===== src/rtl/demux_1_to_2_reg_pkg.sv =====
// demux_1_to_2_reg_pkg
// Shared definitions for the registered 1-to-2 demultiplexer:
//   LANE0 / LANE1    lane index values carried on the select bit
//   DEFAULT_WIDTH    processor datapath width
//   lane_state_e     per-lane holding register occupancy
//   lane_can_load()  whether a lane can take a new word this cycle
package demux_1_to_2_reg_pkg;

  localparam logic LANE0 = 1'b0;
  localparam logic LANE1 = 1'b1;

  localparam int DEFAULT_WIDTH = 32;

  typedef enum logic {
    LANE_EMPTY = 1'b0,
    LANE_FULL  = 1'b1
  } lane_state_e;

  // A lane can be refilled when it is empty, or when its current word is
  // leaving on the same edge (drain and fill together).
  function automatic logic lane_can_load(input lane_state_e st, input logic ready);
    return (st == LANE_EMPTY) | ready;
  endfunction

endpackage


===== src/rtl/demux_1_to_2_reg_if.sv =====
// demux_1_to_2_reg_if
// Producer stream plus the two consumer lanes of the demultiplexer.
//   a1, s1, in_valid / in_ready      producer word, lane select, handshake
//   o0, o0_valid / o0_ready          lane 0 word and handshake
//   o1, o1_valid / o1_ready          lane 1 word and handshake
//   cnt0, cnt1                       accepted-word counters per lane
// Modports: slave = the demux, master = the environment driving it.
interface demux_1_to_2_reg_if
  import demux_1_to_2_reg_pkg::*;
#(
  parameter int WIDTH = DEFAULT_WIDTH,
  parameter int CNT_W = 16
);

  logic [WIDTH-1:0] a1;
  logic             s1;
  logic             in_valid;
  logic             in_ready;
  logic [WIDTH-1:0] o0;
  logic             o0_valid;
  logic             o0_ready;
  logic [WIDTH-1:0] o1;
  logic             o1_valid;
  logic             o1_ready;
  logic [CNT_W-1:0] cnt0;
  logic [CNT_W-1:0] cnt1;

  modport slave (
    input  a1, s1, in_valid, o0_ready, o1_ready,
    output in_ready, o0, o0_valid, o1, o1_valid, cnt0, cnt1
  );

  modport master (
    output a1, s1, in_valid, o0_ready, o1_ready,
    input  in_ready, o0, o0_valid, o1, o1_valid, cnt0, cnt1
  );

endinterface


===== src/rtl/demux_1_to_2_reg_lane.sv =====
// demux_lane_reg
// One-entry holding register for a single demux lane, with an accepted-word
// counter.
//   clk, rst_n    clock, asynchronous active-low reset
//   i_load        a word is being accepted into this lane this edge
//   i_data        word to load
//   i_ready       lane consumer takes the held word
//   o_data        held word (last loaded value, also while empty)
//   o_valid       lane holds a word
//   o_cnt         words accepted into this lane, wraps silently
//   o_can_load    lane can accept a word this cycle
module demux_lane_reg
  import demux_1_to_2_reg_pkg::*;
#(
  parameter int WIDTH = DEFAULT_WIDTH,
  parameter int CNT_W = 16
) (
  input  logic             clk,
  input  logic             rst_n,
  input  logic             i_load,
  input  logic [WIDTH-1:0] i_data,
  input  logic             i_ready,
  output logic [WIDTH-1:0] o_data,
  output logic             o_valid,
  output logic [CNT_W-1:0] o_cnt,
  output logic             o_can_load
);

  lane_state_e      r_state;
  logic [WIDTH-1:0] r_data;
  logic [CNT_W-1:0] r_cnt;

  always_ff @(posedge clk or negedge rst_n) begin
    if (!rst_n) begin
      r_state <= LANE_EMPTY;
      r_data  <= '0;
      r_cnt   <= '0;
    end else begin
      // A load wins over a drain on the same edge, so the lane stays full
      // with the new word and sustains one word per cycle.
      if (i_load) begin
        r_state <= LANE_FULL;
        r_data  <= i_data;
        r_cnt   <= r_cnt + CNT_W'(1);
      end else if ((r_state == LANE_FULL) && i_ready) begin
        r_state <= LANE_EMPTY;
      end
    end
  end

  assign o_data     = r_data;
  assign o_valid    = (r_state == LANE_FULL);
  assign o_cnt      = r_cnt;
  assign o_can_load = lane_can_load(r_state, i_ready);

endmodule


===== src/rtl/demux_1_to_2_reg.sv =====
// demux_1_to_2_reg
// Registered 1-to-2 demultiplexer: each producer word is steered by s1 into
// one of two one-entry lane registers, so a stalled lane does not block
// traffic bound for the other lane.
//   clk     rising-edge clock
//   rst_n   asynchronous active-low reset (clears lanes, data and counters)
//   bus     demux_1_to_2_reg_if.slave: producer stream, two lanes, counters
module demux_1_to_2_reg
  import demux_1_to_2_reg_pkg::*;
#(
  parameter int WIDTH = DEFAULT_WIDTH,
  parameter int CNT_W = 16
) (
  input  logic                 clk,
  input  logic                 rst_n,
  demux_1_to_2_reg_if.slave    bus
);

  logic w_can_load0;
  logic w_can_load1;
  logic w_in_ready;
  logic w_accept;
  logic w_load0;
  logic w_load1;

  // Ready depends only on the addressed lane, never on in_valid, and is
  // forced low while reset is asserted.
  assign w_in_ready = rst_n & ((bus.s1 == LANE1) ? w_can_load1 : w_can_load0);
  assign w_accept   = bus.in_valid & w_in_ready;
  assign w_load0    = w_accept & (bus.s1 == LANE0);
  assign w_load1    = w_accept & (bus.s1 == LANE1);

  assign bus.in_ready = w_in_ready;

  demux_lane_reg #(
    .WIDTH (WIDTH),
    .CNT_W (CNT_W)
  ) u_lane0 (
    .clk        (clk),
    .rst_n      (rst_n),
    .i_load     (w_load0),
    .i_data     (bus.a1),
    .i_ready    (bus.o0_ready),
    .o_data     (bus.o0),
    .o_valid    (bus.o0_valid),
    .o_cnt      (bus.cnt0),
    .o_can_load (w_can_load0)
  );

  demux_lane_reg #(
    .WIDTH (WIDTH),
    .CNT_W (CNT_W)
  ) u_lane1 (
    .clk        (clk),
    .rst_n      (rst_n),
    .i_load     (w_load1),
    .i_data     (bus.a1),
    .i_ready    (bus.o1_ready),
    .o_data     (bus.o1),
    .o_valid    (bus.o1_valid),
    .o_cnt      (bus.cnt1),
    .o_can_load (w_can_load1)
  );

endmodule


===== src/flat_wrapper.sv =====
// flat-port wrapper written by rule: the top's interface ports become plain ports
module demux_1_to_2_reg_flat import demux_1_to_2_reg_pkg::*;
#(
  parameter int WIDTH = DEFAULT_WIDTH,
  parameter int CNT_W = 16
)
  (clk, rst_n, bus_a1, bus_s1, bus_in_valid, bus_o0_ready, bus_o1_ready, bus_in_ready, bus_o0, bus_o0_valid, bus_o1, bus_o1_valid, bus_cnt0, bus_cnt1);
  demux_1_to_2_reg_if #(.WIDTH(WIDTH), .CNT_W(CNT_W)) bus_i ();
  input  logic clk;
  input  logic rst_n;
  input wire logic [$bits(bus_i.a1)-1:0] bus_a1;
  input wire logic [$bits(bus_i.s1)-1:0] bus_s1;
  input wire logic [$bits(bus_i.in_valid)-1:0] bus_in_valid;
  input wire logic [$bits(bus_i.o0_ready)-1:0] bus_o0_ready;
  input wire logic [$bits(bus_i.o1_ready)-1:0] bus_o1_ready;
  output wire logic [$bits(bus_i.in_ready)-1:0] bus_in_ready;
  output wire logic [$bits(bus_i.o0)-1:0] bus_o0;
  output wire logic [$bits(bus_i.o0_valid)-1:0] bus_o0_valid;
  output wire logic [$bits(bus_i.o1)-1:0] bus_o1;
  output wire logic [$bits(bus_i.o1_valid)-1:0] bus_o1_valid;
  output wire logic [$bits(bus_i.cnt0)-1:0] bus_cnt0;
  output wire logic [$bits(bus_i.cnt1)-1:0] bus_cnt1;
  assign bus_i.a1 = bus_a1;
  assign bus_i.s1 = bus_s1;
  assign bus_i.in_valid = bus_in_valid;
  assign bus_i.o0_ready = bus_o0_ready;
  assign bus_i.o1_ready = bus_o1_ready;
  assign bus_in_ready = bus_i.in_ready;
  assign bus_o0 = bus_i.o0;
  assign bus_o0_valid = bus_i.o0_valid;
  assign bus_o1 = bus_i.o1;
  assign bus_o1_valid = bus_i.o1_valid;
  assign bus_cnt0 = bus_i.cnt0;
  assign bus_cnt1 = bus_i.cnt1;
  demux_1_to_2_reg #(.WIDTH(WIDTH), .CNT_W(CNT_W)) u_core (.clk(clk), .rst_n(rst_n), .bus(bus_i));
endmodule

===== config.mk =====
export PLATFORM = sky130hd
export DESIGN_NAME = demux_1_to_2_reg_flat
export DESIGN_NICKNAME = d
export VERILOG_FILES = /design/src/rtl/demux_1_to_2_reg_pkg.sv /design/src/rtl/demux_1_to_2_reg_if.sv /design/src/rtl/demux_1_to_2_reg_lane.sv /design/src/rtl/demux_1_to_2_reg.sv /design/src/flat_wrapper.sv
export SDC_FILE = /design/constraint.sdc
export NUM_CORES = 1
export LEC_CHECK = 0
export ABC_AREA = 0
export ABC_CLOCK_PERIOD_IN_PS = 3200
export CAP_MARGIN = 20
export CORE_MARGIN = 2
export CORE_UTILIZATION = 48
export DETAILED_ROUTE_END_ITERATION = 12
export GPL_ROUTABILITY_DRIVEN = 0
export PLACE_DENSITY = 0.83
export SLEW_MARGIN = 20
export SYNTH_ARGS = -nofsm -noshare
export SYNTH_HDL_FRONTEND = slang
export SYNTH_SLANG_ARGS = --single-unit

===== constraint.sdc =====
create_clock -name clk -period 3.2 [get_ports clk]
set_clock_uncertainty 0.2 [all_clocks]
set_input_delay 0.32 -clock clk [delete_from_list [all_inputs] [get_ports clk]]
set_output_delay 0.32 -clock clk [all_outputs]
set_load 0.01 [all_outputs]

==> results of run 1 <==
-- final timing paths --
| path | from | endpoint | depth (start not counted) |
|---|---|---|---|
| max | bus_o1_ready | bus_in_ready | 5 |
| min | rst_n | u_core.u_lane0.o_cnt[9] | 2 |
| max reg2reg | u_core.u_lane1.o_valid | u_core.u_lane1.o_data[15] | 4 |
| min reg2reg | u_core.u_lane1.o_data[27] | u_core.u_lane1.o_data[27] | 1 |
| max in group asynchronous | rst_n | u_core.u_lane1.o_data[2] | 4 |
| min in group clk | u_core.u_lane1.o_data[27] | u_core.u_lane1.o_data[27] | 1 |
-- kinds of logic after synthesis --
kind of cell	share of synthesized area [%]
flops	63.1
mux	19.1
simple gates	8.59
xor+xnor	6.76
buf+inv	1.42
compound gates	0.386
fa+ha+maj	0.644
-- cells in the mapped netlist, drive strengths merged (2+ instances only) --
cell type | instances | area, µm²
ha | 2 | 25.0
nand2 | 8 | 30.0
nand4 | 10 | 68.8
nor2b | 3 | 18.8
dfrtp | 98 | 2450
inv | 3 | 11.3
nor2 | 2 | 7.51
and4 | 3 | 26.3
xnor2 | 22 | 193
and2 | 2 | 12.5
mux2 | 66 | 743
nor3 | 6 | 30.0
nand3 | 9 | 45.0
xor2 | 8 | 70.1
buf | 8 | 40.0
and3 | 5 | 31.3
nor4 | 2 | 33.8
-- cells in the final DEF, fill, tap and decap left out, types with 5 or more instances in the layout --
| master | instances |
|---|---|
| buf_4 | 6 |
| xnor2_1 | 22 |
| clkdlybuf4s50_1 | 135 |
| mux2_1 | 28 |
| nand3_1 | 9 |
| and3_1 | 5 |
| nor3_1 | 5 |
| dfrtp_1 | 98 |
| nand2_1 | 8 |
| xor2_1 | 8 |
| nand4_1 | 9 |
| clkbuf_8 | 11 |
| mux2_2 | 38 |
-- routing by layer --
layer,track usage (%),vias to the layer above,share of wire (%)
met5,0,-,0
met4,6.76,0,1.6
li1,-,1212,-
met3,4.17,11,5.0
met2,33.5,66,50
met1,27.6,1326,43
-- final cells by class --
type                            instances  area, µm²
Clock buffer                           12        155
Clock inverter                          4       50.0
Fill cell                             553       2170
Inverter                                3       11.3
Multi-Input combinational cell        154       1390
Sequential cell                        98       2450
Tap cell                              102        128
Timing Repair Buffer                  142       1410
-- registers in the layout, indices dropped and copies added (netlist names) --
| signal | count |
|---|---|
| u_core.u_lane1.o_valid | 1 |
| u_core.u_lane1.o_data | 32 |
| u_core.u_lane0.o_valid | 1 |
| u_core.u_lane0.o_cnt | 16 |
| u_core.u_lane0.o_data | 32 |
| u_core.u_lane1.o_cnt | 16 |
-- stage by stage --
stage	instances	instance area, µm²	total power [mW]
global route	515	5600	3.61
global placement	498	5380	2.62
finish	515	5600	3.44
detailed placement	498	5380	2.66
CTS	515	5600	3.48
floorplan	264	3890	2.00
-- critical path, stage by stage --
cell and delay (ns):
clkdlybuf4s50_1 0.43, nor2b_1 0.48, nand2_1 0.11, o211a_1 0.15
clkdlybuf4s50_1 0.48
-- power by group through the flow --
| stage | Clock, mW | Sequential, mW | Combinational, mW |
|---|---|---|---|
| 2_1_floorplan | 0 | 1.76 | 0.248 |
| 3_3_place_gp | 0 | 1.65 | 0.975 |
| 3_5_place_dp | 0 | 1.66 | 0.993 |
| 4_1_cts | 0.833 | 1.64 | 1.00 |
| 5_1_grt | 0.879 | 1.68 | 1.05 |
| 6_report | 0.814 | 1.64 | 0.984 |
-- timing repair --
| action | CTS | global route |
|---|---|---|
| hold buffers | 1 | 0 |
| hold endpoints to repair | 38 | 0 |
| gates resized for setup | 0 | 0 |
| setup endpoints to repair | 0 | 0 |
==> impl_metrics.ini, run 1 <==
[clocking]
cts_sinks = 98
cts.clk_slew.worst_paths_ns = 0.09
cts_buffer_depth = 2
cts_tree = done
htreeDepth = 3
root_buffer = clkbuf_8
post_cts_buffers = 0
cts_made_buffers = 9
clock_latency_ns = 0.35

[drt]
drt-initial-drc-count = 86
route.detailed.drc = 0
viasPerCell = 5.08
firstDrtPassIters = 4
wl_mm = 8.49
wl_per_cell_um = 16.5
vias = 2615
ant_nets = 0

[min_path]
hold_class = primary input to async pin

[yosys]
avgSynthCellArea_um2 = 14.7
seq_area_frac_synth_pct = 63.1
synth-edff-count = 0
syn_inst = 264
synthDistinctLibCells = 27
synth_flop_cell = dfrtp_1
synth_fp_nets = 304
synthArstFlopShare_pct = 100
ys_warn_count = 0
ys_ff_latch = 98
synth_area_um2 = 3890

[sta]
slew_headroom_pct = 50.9
fin_crit_sh_pct = 78.2
setup_violations = 0
worst_slack_ns = 0.697
finalCriticalPeriod_ns = 2.50
max_slew.worst_pin.slew_ns = 0.730
timing.hold.ws_ns = 0.147
final_max_slew_viol_count = 0
max_freq_mhz = 400
hold_viol_final = 0
rsz0062_at_grt = no
fin_tns_setup_ns = 0

[floorplanning]
num_rows = 32
die_area_um2 = 8840
die_x_um = 94.0
ios = 137
start_util_pct = 50.0
die_y_um = 94.0
core_um2 = 7770

[power_and_ir_drop]
pwr-share-clk_pct = 23.7
p_leak_nw = 2.36
combinationalPowerShare_pct = 28.6
p_sw_share_pct = 27.9
internal-power_mw = 2.48
seqPwrFrac_pct = 47.7
powerDensity_nw_per_um2 = 614
max-vdd-ir-drop_mv = 0.338
p_switching_mw = 0.959

[grt]
antenna_found_initial = 0
grt_max_degree = 61
grt_usage_pct = 20.5
grt_pass1_wl_mm = 14.1
overflow = 0
grt_pass1_vias = 2796

[finish]
antenna_cells = 0
layout-drive-gt1-share_pct = 15.7
nets = 448
syn2layout_area_growth_pct = 43.9
fin_util_pct = 72.0

[setup_path]
crit_required_ns = 2.68
cp_max_fo = 6
cp-end-kind = output pin
reg2reg_setup_slack_ns = 1.25
setup.worst_path.start_class = primary input
path_class = primary input to output pin
crit_arrival_ns = 1.98

[placement]
io_buffers = 136
dp_hpwl_mm = 6.14
place_ws_ns = 0.690

[outcome]
outcome = finished clean

[job]
maxCapViolations = 0
Note: power is estimated with default switching activity, not from simulation.
==> run 2, diff against run 1 <==
- ABC_CLOCK_PERIOD_IN_PS: 3200 -> 2140
- CORE_UTILIZATION: 48 -> 40
- PLACE_DENSITY: 0.83 -> 0.73
- clock period: 3.2 -> 2.14 ns (I/O delays scaled with it)
==> run 2 against run 1 <==
Sequential cell count unchanged. Register-to-register slack got worse by 0.96 ns. Highest routed layer unchanged. Setup slack got worse by 0.46 ns. Wire length is 0.69% higher. Cell area up 2.2%. Sequential share of layout area shrank 0.94 points. Power rose by 49%. Worst hold slack better by 0.14 ns. Core utilization fell by 11 points. Combinational power up 49%. Die area is 19% higher. Global-route usage down 3.9 points.
==> impl_metrics.ini, run 2 (synthesis results as in run 1) <==
[clocking]
cts.clk_slew.worst_paths_ns = 0.09
cts_sinks = 98
cts_made_buffers = 9
cts_tree = done
htreeDepth = 3
cts_buffer_depth = 2
clock_latency_ns = 0.35
post_cts_buffers = 0
root_buffer = clkbuf_8

[finish]
layout-drive-gt1-share_pct = 16.9
mostFrequentLayoutCells = clkdlybuf4s50_1 (134), dfrtp_1 (98), mux2_2 (38)
final_common_cell = clkdlybuf4s50_1
nets = 455
syn2layout_area_growth_pct = 47.1
fill_cells = 756
antenna_cells = 0
fin_cells = 549

[sta]
worst_slack_ns = 0.234
max_slew.worst_pin.slew_ns = 0.766
max_freq_mhz = 525
slew_headroom_pct = 49.0
final_max_slew_viol_count = 0
finalCriticalPeriod_ns = 1.91
hold_viol_final = 0
fin_crit_sh_pct = 89.1
rsz0062_at_grt = no
setup_violations = 0
fin_tns_setup_ns = 0

[grt]
overflow = 0
antenna_found_initial = 0
grt_busiest_layer = met2
met3_usage_pct = 4.95
grt_use_met1_pct = 21.3
grt_usage_pct = 16.6
grt_pass1_vias = 2713
grt_pass1_wl_mm = 13.5
use_met2_pct = 26.7
grt_max_degree = 62

[drt]
drt-initial-drc-count = 45
viasPerCell = 4.80
wl_mm = 8.55
wl_per_cell_um = 15.6
vias = 2635
firstDrtPassIters = 4
ant_nets = 0
route.detailed.drc = 0

[min_path]
hold_class = primary input to flop

[floorplanning]
die_y_um = 103
start_util_pct = 41.7
die_area_um2 = 10500
ios = 137
core_um2 = 9330
num_rows = 35
die_x_um = 103

[power_and_ir_drop]
p_leak_nw = 2.41
powerDensity_nw_per_um2 = 893
max-vdd-ir-drop_mv = 0.494
power_mw = 5.11

[setup_path]
reg2reg_setup_slack_ns = 0.29
cp_max_fo = 34
cp-end-kind = flop
setup.worst_path.start_class = primary input
crit_required_ns = 2.17
path_class = primary input to flop
worstPathBufferInverterCount = 3
reg2reg_to = u_core.u_lane1.o_cnt[12]
timing.critical_path.slowest_stage_cell = dlygate4sd3_1
cp_top_family = buffers and inverters
crit_start = rst_n
cp_slowest_stage_delay_ns = 0.53
worstSetupPathDepth = 6
endpoint = u_core.u_lane0.o_data[1]
crit_chain = dlygate4sd3_1 -> buf_4 -> nand2_1 -> nor3_2 -> buf_12 -> mux2_2
reg2reg_depth = 5
crit_arrival_ns = 1.94
reg2reg_from = u_core.u_lane1.o_valid

[job]
maxCapViolations = 0

[placement]
place_inst = 531
dp_hpwl_mm = 6.10
io_buffers = 136
place_ws_ns = 0.00303

[outcome]
outcome = finished clean
## run 2: power breakdown
part,switching [mW],internal [mW]
Sequential,0.256,2.20
Combinational,0.556,0.915
Clock,0.607,0.574
Total,1.42,3.69
## run 2: metrics by stage
step / utilization [%] / hold WS [ns] / instance area, µm²
after detailed placement: 58.9 / -0.168 / 5500
after CTS: 61.2 / 0.264 / 5710
after floorplan: - / -0.282 / 3890
after global placement: 58.9 / -0.172 / 5500
final: 61.3 / 0.284 / 5720
after global routing: 61.3 / 0.276 / 5720
## run 2: worst min path at each step
stage          slack [ns]       start  cells past startpoint                   endpoint
2_1_floorplan       -0.28       rst_n                      0    u_core.u_lane0.o_cnt[0]
3_3_place_gp        -0.17       rst_n                      1     u_core.u_lane0.o_valid
3_5_place_dp        -0.17       rst_n                      1    u_core.u_lane0.o_cnt[0]
4_1_cts              0.26  bus_a1[24]                      2  u_core.u_lane1.o_data[24]
5_1_grt              0.28  bus_a1[24]                      2  u_core.u_lane1.o_data[24]
6_report             0.28  bus_a1[24]                      2  u_core.u_lane1.o_data[24]
## run 2: metal layers
metal	wire, µm	vias up
met4	162	0
li1	-	1231
met3	587	13
met1	3640	1314
met5	0	-
met2	4160	77
## run 2: layout make-up
class                      count  area (µm²)  share of cell area, %
sequential                    98        2450                   42.9
timing repair buffer         149        1500                   26.3
multi-input combinational    154        1400                   24.4
tap                          129         161                   2.82
clock buffer                  12         145                   2.54
clock inverter                 4        51.3                  0.897
inverter                       3        11.3                  0.197
## run 2: repair_timing
action / CTS / global route
hold buffers: 2 / 0
setup endpoints to repair: 0 / 1
endpoints found under the hold margin: 37 / 0
resized for setup: 0 / 2
==> patch (config.mk and constraints of run 1) <==
`CNT_W` is set to 16 in 4 places; all go to 24.
--- a/src/rtl/demux_1_to_2_reg_if.sv
+++ b/src/rtl/demux_1_to_2_reg_if.sv
@@ -9,7 +9,7 @@
   import demux_1_to_2_reg_pkg::*;
 #(
   parameter int WIDTH = DEFAULT_WIDTH,
-  parameter int CNT_W = 16
+  parameter int CNT_W = 24
 );
 
   logic [WIDTH-1:0] a1;
--- a/src/rtl/demux_1_to_2_reg_lane.sv
+++ b/src/rtl/demux_1_to_2_reg_lane.sv
@@ -13,7 +13,7 @@
   import demux_1_to_2_reg_pkg::*;
 #(
   parameter int WIDTH = DEFAULT_WIDTH,
-  parameter int CNT_W = 16
+  parameter int CNT_W = 24
 ) (
   input  logic             clk,
   input  logic             rst_n,
--- a/src/rtl/demux_1_to_2_reg.sv
+++ b/src/rtl/demux_1_to_2_reg.sv
@@ -9,7 +9,7 @@
   import demux_1_to_2_reg_pkg::*;
 #(
   parameter int WIDTH = DEFAULT_WIDTH,
-  parameter int CNT_W = 16
+  parameter int CNT_W = 24
 ) (
   input  logic                 clk,
   input  logic                 rst_n,
--- a/src/flat_wrapper.sv
+++ b/src/flat_wrapper.sv
@@ -2,7 +2,7 @@
 module demux_1_to_2_reg_flat import demux_1_to_2_reg_pkg::*;
 #(
   parameter int WIDTH = DEFAULT_WIDTH,
-  parameter int CNT_W = 16
+  parameter int CNT_W = 24
 )
   (clk, rst_n, bus_a1, bus_s1, bus_in_valid, bus_o0_ready, bus_o1_ready, bus_in_ready, bus_o0, bus_o0_valid, bus_o1, bus_o1_valid, bus_cnt0, bus_cnt1);
   demux_1_to_2_reg_if #(.WIDTH(WIDTH), .CNT_W(CNT_W)) bus_i ();
Interface: changed (resized bus_cnt0 and bus_cnt1); port bits go from 137 to 153. The function was not compared with the original's and may differ.
==> patch against run 1 <==
- worst hold slack better by 0.094 ns
- total power up 38%
- non-clock buffer count grew 18
- synthesized cell count increased by 30%
- via count is 28% higher
- final area grew 25%
- routed wire length grew 27%
- area after synthesis rose by 22%
- sequential cell count up 16
- register-to-register slack worse by 0.11 ns
- setup slack worse by 0.29 ns
- critical path type is now reg2out
- highest routed layer unchanged
==> patch: results (changes against run 1) <==
Global routing
The met2 usage is 0.338 (was 0.335). The met1 routing resource usage after global routing was 0.257 (was 0.276). The met3 routing resource usage after global routing is 0.0853 (was 0.0417). The largest net degree at the start of global routing is 56 (was 61). The overall global routing resource usage is 0.212 (was 0.205). The wire length of the first global-routing pass is 17100 µm (was 14100 µm).

Power
The leakage power came to 2.90 nW (was 2.36 nW). The worst voltage drop across the vdd grid is 0.000403 V (was 0.000338 V). The switching power total is 1.22 mW (was 0.959 mW).

Hold path
The path type of the worst min-delay path is in2reg (was in2async).

STA
The slew at the pin closest to its max-slew limit is 0.832 ns (was 0.730 ns).

Clock network
The number of H-tree levels is 4 (was 3). The number of buffers added by the clock tree synthesis step is 17 (was 9). The latest clock arrival within the worst-skew pair is 0.51 ns (was 0.35 ns).

The clock input transition at the sequential cells of the worst setup and hold paths is 0.06 ns (was 0.09 ns).

Critical path
The kind of cell adding the most delay to the critical path is simple AND/OR/NAND/NOR gates (was buffers and inverters). The largest driver fanout on the critical path is 8 (was 6). The minimum setup slack among reg-to-reg paths is 1.14 ns (was 1.25 ns).

The critical path launch point is u_core.u_lane1.o_valid$_DFFE_PN0P_ (was bus_o1_ready). The startpoint of the worst register-to-register path is u_core.u_lane0.o_valid$_DFFE_PN0P_ (was u_core.u_lane1.o_valid$_DFFE_PN0P_). The highest cell delay on the worst timing path is 0.67 ns (was 0.48 ns). The end of the worst register-to-register path is u_core.u_lane0.o_data[8]$_DFFE_PN0P_ (was u_core.u_lane1.o_data[15]$_DFFE_PN0P_). The data arrival at the endpoint of the critical path is 2.27 ns (was 1.98 ns).

Placement
The cell total after placement is 624 (was 498). The placed standard-cell area is 0.00640 mm² (was 0.00538 mm²). The final HPWL from detailed placement was 7630 µm (was 6140 µm).

The number of port buffers came to 152 (was 136).

Detailed routing
The met2 routed wirelength is 5380 µm (was 4290 µm). The detailed-route wire length per cell is 16.4 µm (was 16.5 µm). The detailed router's first-iteration violation count is 125 (was 86).

The ratio of routed vias to standard cells is 5.11 (was 5.08). The amount of wire on met3 after detailed routing is 851 µm (was 425 µm). The total detailed-routing wirelength is 10800 µm (was 8490 µm). The met1 routed wirelength after detailed routing is 4400 µm (was 3640 µm).

Status
Status: completed (unchanged).

Finish
The count of nets after finishing was 552 (was 448). The number of fill cells in the layout was 672 (was 553).

Logic synthesis
Main area contributors after synthesis: sky130_fd_sc_hd__dfrtp_1, sky130_fd_sc_hd__mux2_2, sky130_fd_sc_hd__xnor2_1 (was sky130_fd_sc_hd__dfrtp_1, sky130_fd_sc_hd__mux2_2, sky130_fd_sc_hd__mux2_1). The sequential fraction of the synthesis area was 0.601 (was 0.631). The post-synthesis net count is 384 (was 304). Cell types with the highest counts after synthesis: sky130_fd_sc_hd__dfrtp_1, sky130_fd_sc_hd__mux2_2, sky130_fd_sc_hd__xnor2_1 (was sky130_fd_sc_hd__dfrtp_1, sky130_fd_sc_hd__mux2_2, sky130_fd_sc_hd__mux2_1). The synthesized area divided by synthesized cell count was 13.8 µm² (was 14.7 µm²).
## patch: area by class of cell
type | instances | area [µm²] | area share
tap | 133 | 166 | 0.0237
inverter | 3 | 11.3 | 0.00160
timing repair buffer | 160 | 1580 | 0.226
sequential | 114 | 2850 | 0.406
clock inverter | 13 | 160 | 0.0228
multi-input combinational | 216 | 1810 | 0.257
clock buffer | 19 | 442 | 0.0629
## patch: power groups by stage
stage / combinational, mW / sequential (mW) / clock, mW
CTS: 1.03 / 1.85 / 1.92
detailed placement: 1.01 / 1.87 / 0
finish: 1.01 / 1.85 / 1.88
global placement: 0.996 / 1.85 / 0
floorplan: 0.271 / 1.96 / 0
global route: 1.09 / 1.88 / 1.98
## patch: cells by family after synthesis
logic type      after synthesis  synth area share
flops                       114             0.601
simple gates                101             0.131
mux                          66             0.157
xor+xnor                     46            0.0849
buf+inv                      14            0.0192
fa+ha+maj                     2           0.00527
compound gates                1           0.00211
## patch: stage by stage
stage / power, mW / hold slack [ns] / utilization / setup slack (ns)
3_3_place_gp: 2.85 / -0.0237 / 0.661 / 0.543
2_1_floorplan: 2.23 / -0.176 / - / 1.33
5_1_grt: 4.95 / 0.236 / 0.725 / 0.261
6_report: 4.74 / 0.240 / 0.725 / 0.406
3_5_place_dp: 2.88 / -0.0181 / 0.661 / 0.552
4_1_cts: 4.79 / 0.228 / 0.725 / 0.364
## patch: worst max-delay path by stage
stage | endpoint | slack [ns]
finish | bus_in_ready | 0.41
global route | bus_in_ready | 0.26
CTS | bus_in_ready | 0.36
detailed placement | bus_in_ready | 0.55
global placement | bus_in_ready | 0.54
floorplan | u_core.u_lane1.o_data[23]$_DFFE_PN0P_ | 1.33
## patch: what timing repair did
item / in CTS / in global routing
hold buffers: 2 / 0
buffers inserted: 0 / 0
endpoints found under the hold margin: 59 / 0
